$ cat src/rtl/alu_result_fifo.sv
// Show-ahead result queue behind the ALU result mux: stores {Y, S, zero flag},
// valid/ready on both sides, with a wrapping count of delivered results.
module alu_result_fifo #(
  parameter int DEPTH = 4,
  parameter int W     = 4
) (
  input  logic                   clock,
  input  logic                   reset,
  input  logic [W-1:0]           Y,
  input  logic [1:0]             S,
  input  logic                   in_valid,
  output logic                   in_ready,
  output logic [W-1:0]           out_data,
  output logic [1:0]             out_op,
  output logic                   out_zero,
  output logic                   out_valid,
  input  logic                   out_ready,
  output logic [$clog2(DEPTH):0] count,
  output logic [7:0]             done_cnt
);

  localparam int AW = $clog2(DEPTH);
  localparam logic [AW:0] FullCount = (AW+1)'(DEPTH);

  logic [W-1:0]    dataMem [DEPTH];
  logic [1:0]      opMem   [DEPTH];
  logic [DEPTH-1:0] zeroMem;
  logic [AW-1:0]   rdPtr;
  logic [AW-1:0]   wrPtr;
  logic            full;
  logic            push;
  logic            pop;

  assign full      = (count == FullCount);
  assign in_ready  = ~full & ~reset;
  assign out_valid = (count != '0);
  assign push      = in_valid & in_ready;
  assign pop       = out_valid & out_ready;

  // Storage is deliberately left unreset; the empty-forcing below hides it.
  always_ff @(posedge clock) begin
    if (push) begin
      dataMem[wrPtr] <= Y;
      opMem[wrPtr]   <= S;
      zeroMem[wrPtr] <= (Y == '0);
    end
  end

  always_ff @(posedge clock) begin
    if (reset) begin
      rdPtr    <= '0;
      wrPtr    <= '0;
      count    <= '0;
      done_cnt <= '0;
    end else begin
      if (push) wrPtr <= wrPtr + 1'b1;
      if (pop) begin
        rdPtr    <= rdPtr + 1'b1;
        done_cnt <= done_cnt + 8'd1;
      end
      case ({push, pop})
        2'b10:   count <= count + 1'b1;
        2'b01:   count <= count - 1'b1;
        default: count <= count;
      endcase
    end
  end

  always_comb begin
    out_data = '0;
    out_op   = '0;
    out_zero = 1'b0;
    if (out_valid) begin
      out_data = dataMem[rdPtr];
      out_op   = opMem[rdPtr];
      out_zero = zeroMem[rdPtr];
    end
  end

endmodule
$ cat config.mk
export PLATFORM = sky130hd
export DESIGN_NAME = alu_result_fifo
export DESIGN_NICKNAME = d
export VERILOG_FILES = /design/src/rtl/alu_result_fifo.sv
export SDC_FILE = /design/constraint.sdc
export NUM_CORES = 1
export LEC_CHECK = 0
export CAP_MARGIN = 20
export CORE_MARGIN = 4
export CORE_UTILIZATION = 41
export CTS_CLUSTER_SIZE = 30
export DETAILED_ROUTE_END_ITERATION = 16
export GPL_TIMING_DRIVEN = 0
export PLACE_DENSITY = 0.68
export SLEW_MARGIN = 15
export SYNTH_ARGS = -nofsm -noshare
export SYNTH_HDL_FRONTEND = slang
export SYNTH_SLANG_ARGS = --single-unit
$ cat constraint.sdc
create_clock -name clock -period 2.74 [get_ports clock]
set_input_delay 0.274 -clock clock [delete_from_list [all_inputs] [get_ports clock]]
set_output_delay 0.274 -clock clock [all_outputs]
set_load 0.005 [all_outputs]
* Word level (Yosys, flattened, before mapping)
Memories as Yosys holds them, arrays and structs flattened. A register that Yosys moved wholly into a read port is not among the register bits.
Index checks and enable logic that the tools add are counted.
** Operators by class
- Equality and inequality tests :: 3
- Divide/modulo/power cells :: 0
- Shift operators :: 0
- Reduce and logical (&&, ||, !) cells :: 4
- Magnitude comparators :: 3
- Mux-type cells :: 15
- Bitwise gates (word level) :: 5
- $add $sub $neg :: 5
- $mul :: 0
** Operators with widths (number)
- $mux 2 :: 5
- $add 8x1->8 const B :: 1
- $lt 2x3->1 const B :: 2
- $pmux 3 s2 :: 1
- $mux 1 :: 5
- $add 2x1->2 const B :: 2
- $bwmux 4 :: 1
- $logic_not 4->1 :: 1
- $mux 4 :: 1
- $add 3x1->3 const B :: 1
- $and 1x1->1 :: 3
- $eq 3x3->1 const B :: 1
- $reduce_bool 3->1 :: 1
- $sub 3x1->3 const B :: 1
- $bmux 1 s2 :: 1
- $demux 1 s2 :: 1
- $eq 2x1->1 const B :: 1
- $eq 2x2->1 const B :: 1
- $ge 2x1->1 const B :: 1
- $not 1->1 :: 2
- $reduce_bool 2->1 :: 1
- $logic_and 1x1->1 :: 1
** Storage, ports and cells
- Memories :: 2
- Bits of input ports :: 10
- Word-level logic and storage cells :: 42
- Latch bits :: 0
- Output and inout bits :: 20
- Memory bits (read-only) :: 0
- Register bits after elaboration :: 19
- RAM bits :: 24
** Memories
- dataMem :: depth 4, width 4, read ports 1, clocked after memory_dff 1, write ports 1, RTL line 25 : logic [W-1:0] dataMem [DEPTH];
- opMem :: depth 4, width 2, read ports 1, clocked after memory_dff 1, write ports 1, RTL line 26 : logic [1:0] opMem [DEPTH];

* Logic depth before layout (Yosys ltp)
- Depth after elaboration :: 6
- Gate-level depth with buffers :: 10
- Mapped depth without buffers :: 9

* Least setup slack after synthesis
No wires, ideal clock.
- Path type :: register -> register
- Start :: register count[2]
- End :: register count[2]
- Period minus slack after synthesis :: 2.178 ns
- Data required time :: 2.670 ns
- Setup slack :: 0.562 ns
- Cell stages (with the launch flop) :: 10
- Data arrival time :: 2.108 ns
- Cells stage by stage :: dfxtp_1 nor3b_1 nor3b_2 inv_1 ha_1 inv_1 fa_1 xor2_1 or3_1 a21oi_1
** On the way
- Word-level cells in the longest chain between the ends :: 6
- Elaborated cells between the ends (all ways) :: 12
- Classes of those cells :: 2 x add/sub; 3 x eq/ne; 1 x mux; 4 x bitwise; 2 x reduce/logical
** RTL lines
- start, declared :: RTL line 18 : output logic [$clog2(DEPTH):0] count,
- start signal, assigned :: RTL line 62 : 2'b10: count <= count + 1'b1;
- start signal, assigned :: RTL line 63 : 2'b01: count <= count - 1'b1;
- start signal, assigned :: RTL line 64 : default: count <= count;
- $eq 3x3->1 :: RTL line 34 : assign full = (count == FullCount);
- $not 1->1 :: RTL line 35 : assign in_ready = ~full & ~reset;
- $and 1x1->1 :: RTL line 35
- $and 1x1->1 :: RTL line 37 : assign push = in_valid & in_ready;
- $eq 2x1->1 / $eq 2x2->1 (equally long branches) :: RTL line 61 : case ({push, pop})
- $pmux 3 s2 / $reduce_bool 2->1 (equally long branches)
Several ways; a longest one is shown, not always the timed one.
A chain may end at the register's enable or synchronous reset.

* Final worst setup path
- Start :: register count[0]
- End :: output port out_zero
** On the way
- Word-level cells in the longest chain between the ends :: 2
** RTL lines
- $reduce_bool 3->1 :: RTL line 36 : assign out_valid = (count != '0);
- $mux 1 :: RTL line 73 : if (out_valid) begin
- end, declared :: RTL line 15 : output logic out_zero,
Every way passes these cells.

==> metrics <==
outcome finished clean; Hold-fix buffers, CTS 0; vias in the first global route roughly 1200; Nets between 150 and 200; pins over their slew limit 0; first-pass GRT wire length around 6000 µm; layout filler cell count approximately 370; GR Overflow Total 0; area leader, netlist edfxtp_1; most frequent cells in the layout 28 x edfxtp_1, 28 x clkdlybuf4s50_1, 17 x dfxtp_1; share of the synthesized area in the top cell type 0.439; post-CTS setup buffer count 0; reg-to-reg setup timing slack 0.32 ns; antenna violations before repair 0; initial drt markers 94; CTS tree yes; Worst Hold Launch reset; worst skew pair latency roughly 0.29 ns; synthesized instance count between 100 and 150; r2r worst-path depth 9; f_max around 400 MHz; crit path time final 2.47 ns; VDD IR-drop max ~0.35 mV; Cell Area, Synth 0.00192 mm²; starting density of the core 0.431; Die H around 76 µm; Gate power share 0.334; Critical Path Start Type flop; fraction of final layout cells sized beyond drive strength 1 0.110; CP Max Fanout 7; IO Pins 30; die area 0.00583 mm²; final setup fails 0; worst r2r src count[2]; clock sink count 45; sequential power share 0.453; Final GP Congestion 0.760; Sw Ratio 0.284; CP Data Arrival Time between 2 and 2.5 ns; drt pass-1 iters 4; Hold Slack around 0.39 ns; CP Cell Sequence buf_6 > nor3_1 > clkbuf_2 > and2b_1 > clkdlybuf4s50_1; DP Area approximately 0.0023 mm²; hold path cells 2; leak pwr 0.000813 µW; Core Box Area 0.00444 mm²; register area share after synthesis 0.617; Worst Skew approximately 0.0066 ns; CP required roughly 2.5 ns; Resized Gates After CTS 0; CP max-delay cell nor3_1; Fin. Hold Viols 0; worst relative slew slack 0.593; via count of the routed design roughly 1200; YS warnings 0; Synth area leaders edfxtp_1 44%, dfxtp_1 18%, mux4_2 8.2%; die width roughly 76 µm; synthesized area per cell 14.2 µm²; capturing point of the worst reg2reg path count[2]; kind of critical path flop to primary output; number of CTS-inserted buffers 5; Cell Pwr Density 806 mW/mm²; largest net degree at the start of global routing 14; register bit count reported by yosys 45; Finished Cell Area around 0.0024 mm²; Tcrit/Tclk final 0.900; Switching Power around 540 µW; Hold Crit Class input port to flop; clock root buffer clkbuf_8; TNS Setup 0 ns; dpl hpwl 2560 µm; Netlist cell types 34; Clock Power Share 0.213; Ant. Diodes 0; Cell Rows 24; count of port buffers added during placement 28; Via density 5.19; total power between 1500 and 2000 µW; DRC viols 0; RSZ-0062 raised after global routing no; Antenna Nets Post-Route 0; max-cap viol count 0; WL/cell around 16 µm; Least-Margin Pin Slew just over 0.6 ns; CP peak stage delay approximately 0.52 ns; Syn Nets between 150 and 200; Routed Wire Length 3510 µm; Internal 1360 µW; clk buf depth 2; CTS clock-pin slew for the worst setup and hold paths 0.08 ns; P&R area growth vs syn 23.0%; GR Util All Layers 0.131; Critical Path Sink Type primary output; H-tree depth 2; Hold Path End done_cnt[6]
==> per-layer routing <==
| metal | GRT usage | routed length (µm) | vias to the layer above |
|---|---|---|---|
| met1 | 0.163 | 1490 | 566 |
| met4 | 0.0543 | 59 | 0 |
| met2 | 0.224 | 1880 | 20 |
| li1 | - | - | 570 |
| met3 | 0.0248 | 86 | 7 |
| met5 | 0 | 0 | - |
==> synth_stat cells, drive strengths merged <==
cell type / instances
edfxtp: 28
dfxtp: 17
nor2: 11
inv: 9
a21oi: 7
mux4: 7
ha: 6
and2b: 5
xor2: 5
and2: 4
o31ai: 4
buf: 3
o21ai: 3
or3: 3
or4: 3
mux2i: 2
nand3: 2
nand4: 2
nor2b: 2
nor3b: 2
o311ai: 2
clkbuf: 1
fa: 1
mux2: 1
nand2: 1
nand2b: 1
nor3: 1
nor4: 1
xnor2: 1
==> metrics by stage <==
stage	cells	utilization	setup slack, ns
floorplan	135	-	0.562
global placement	215	0.509	0.368
detailed placement	215	0.509	0.237
CTS	223	0.529	0.0939
global route	224	0.530	0.0957
finish	224	0.530	0.273
==> layout make-up <==
class	count	area (µm²)	area share
buffer	4	23.8	0.0101
clock buffer	8	90.1	0.0382
inverter	9	33.8	0.0143
multi-input combinational	77	677	0.287
sequential	45	1180	0.501
tap	52	65.1	0.0276
timing repair buffer	29	285	0.121
==> worst max path at each step <==
stage,from,endpoint,slack [ns],cells past startpoint
4_1_cts,count[0],out_zero,0.09,4
2_1_floorplan,count[2],count[2],0.56,9
3_3_place_gp,out_ready,count[2],0.37,9
6_report,count[0],out_zero,0.27,5
5_1_grt,count[2],count[2],0.1,9
3_5_place_dp,out_ready,count[2],0.24,9
==> state kept, by name (all words and copies together), names as in the netlist, named ones only <==
name      count
dataMem      16
done_cnt      8
opMem         8
zeroMem       4
count         3
rdPtr         2
wrPtr         2
==> power groups by stage <==
stage	Combinational (µW)	Sequential (µW)	Clock (µW)
detailed placement	634	876	0
floorplan	359	863	0
global placement	615	870	0
global route	702	873	446
CTS	640	861	414
finish	634	859	405
==> cell families (layout without fill, tap and decap cells) <==
| family | Yosys count | after routing | synth area share |
|---|---|---|---|
| adders and majority gates | 7 | 7 | 0.0496 |
| muxes | 10 | 10 | 0.0986 |
| xor gates and xnor gates | 6 | 6 | 0.0274 |
| DFF | 45 | 45 | 0.617 |
| and+or+nand+nor | 38 | 38 | 0.116 |
| buffers and inverters | 13 | 50 | 0.0300 |
| AOI/OAI and AO/OA | 16 | 16 | 0.0620 |
==> worst max-delay path: cells and delay by family (launching register included) <==
kind / cells / cell delay [ns]
buffers and inverters: 3 / 0.87
AND/OR/NAND/NOR: 2 / 0.73
flip-flops: 1 / 0.32
Power figures use the tool's default switching activity.
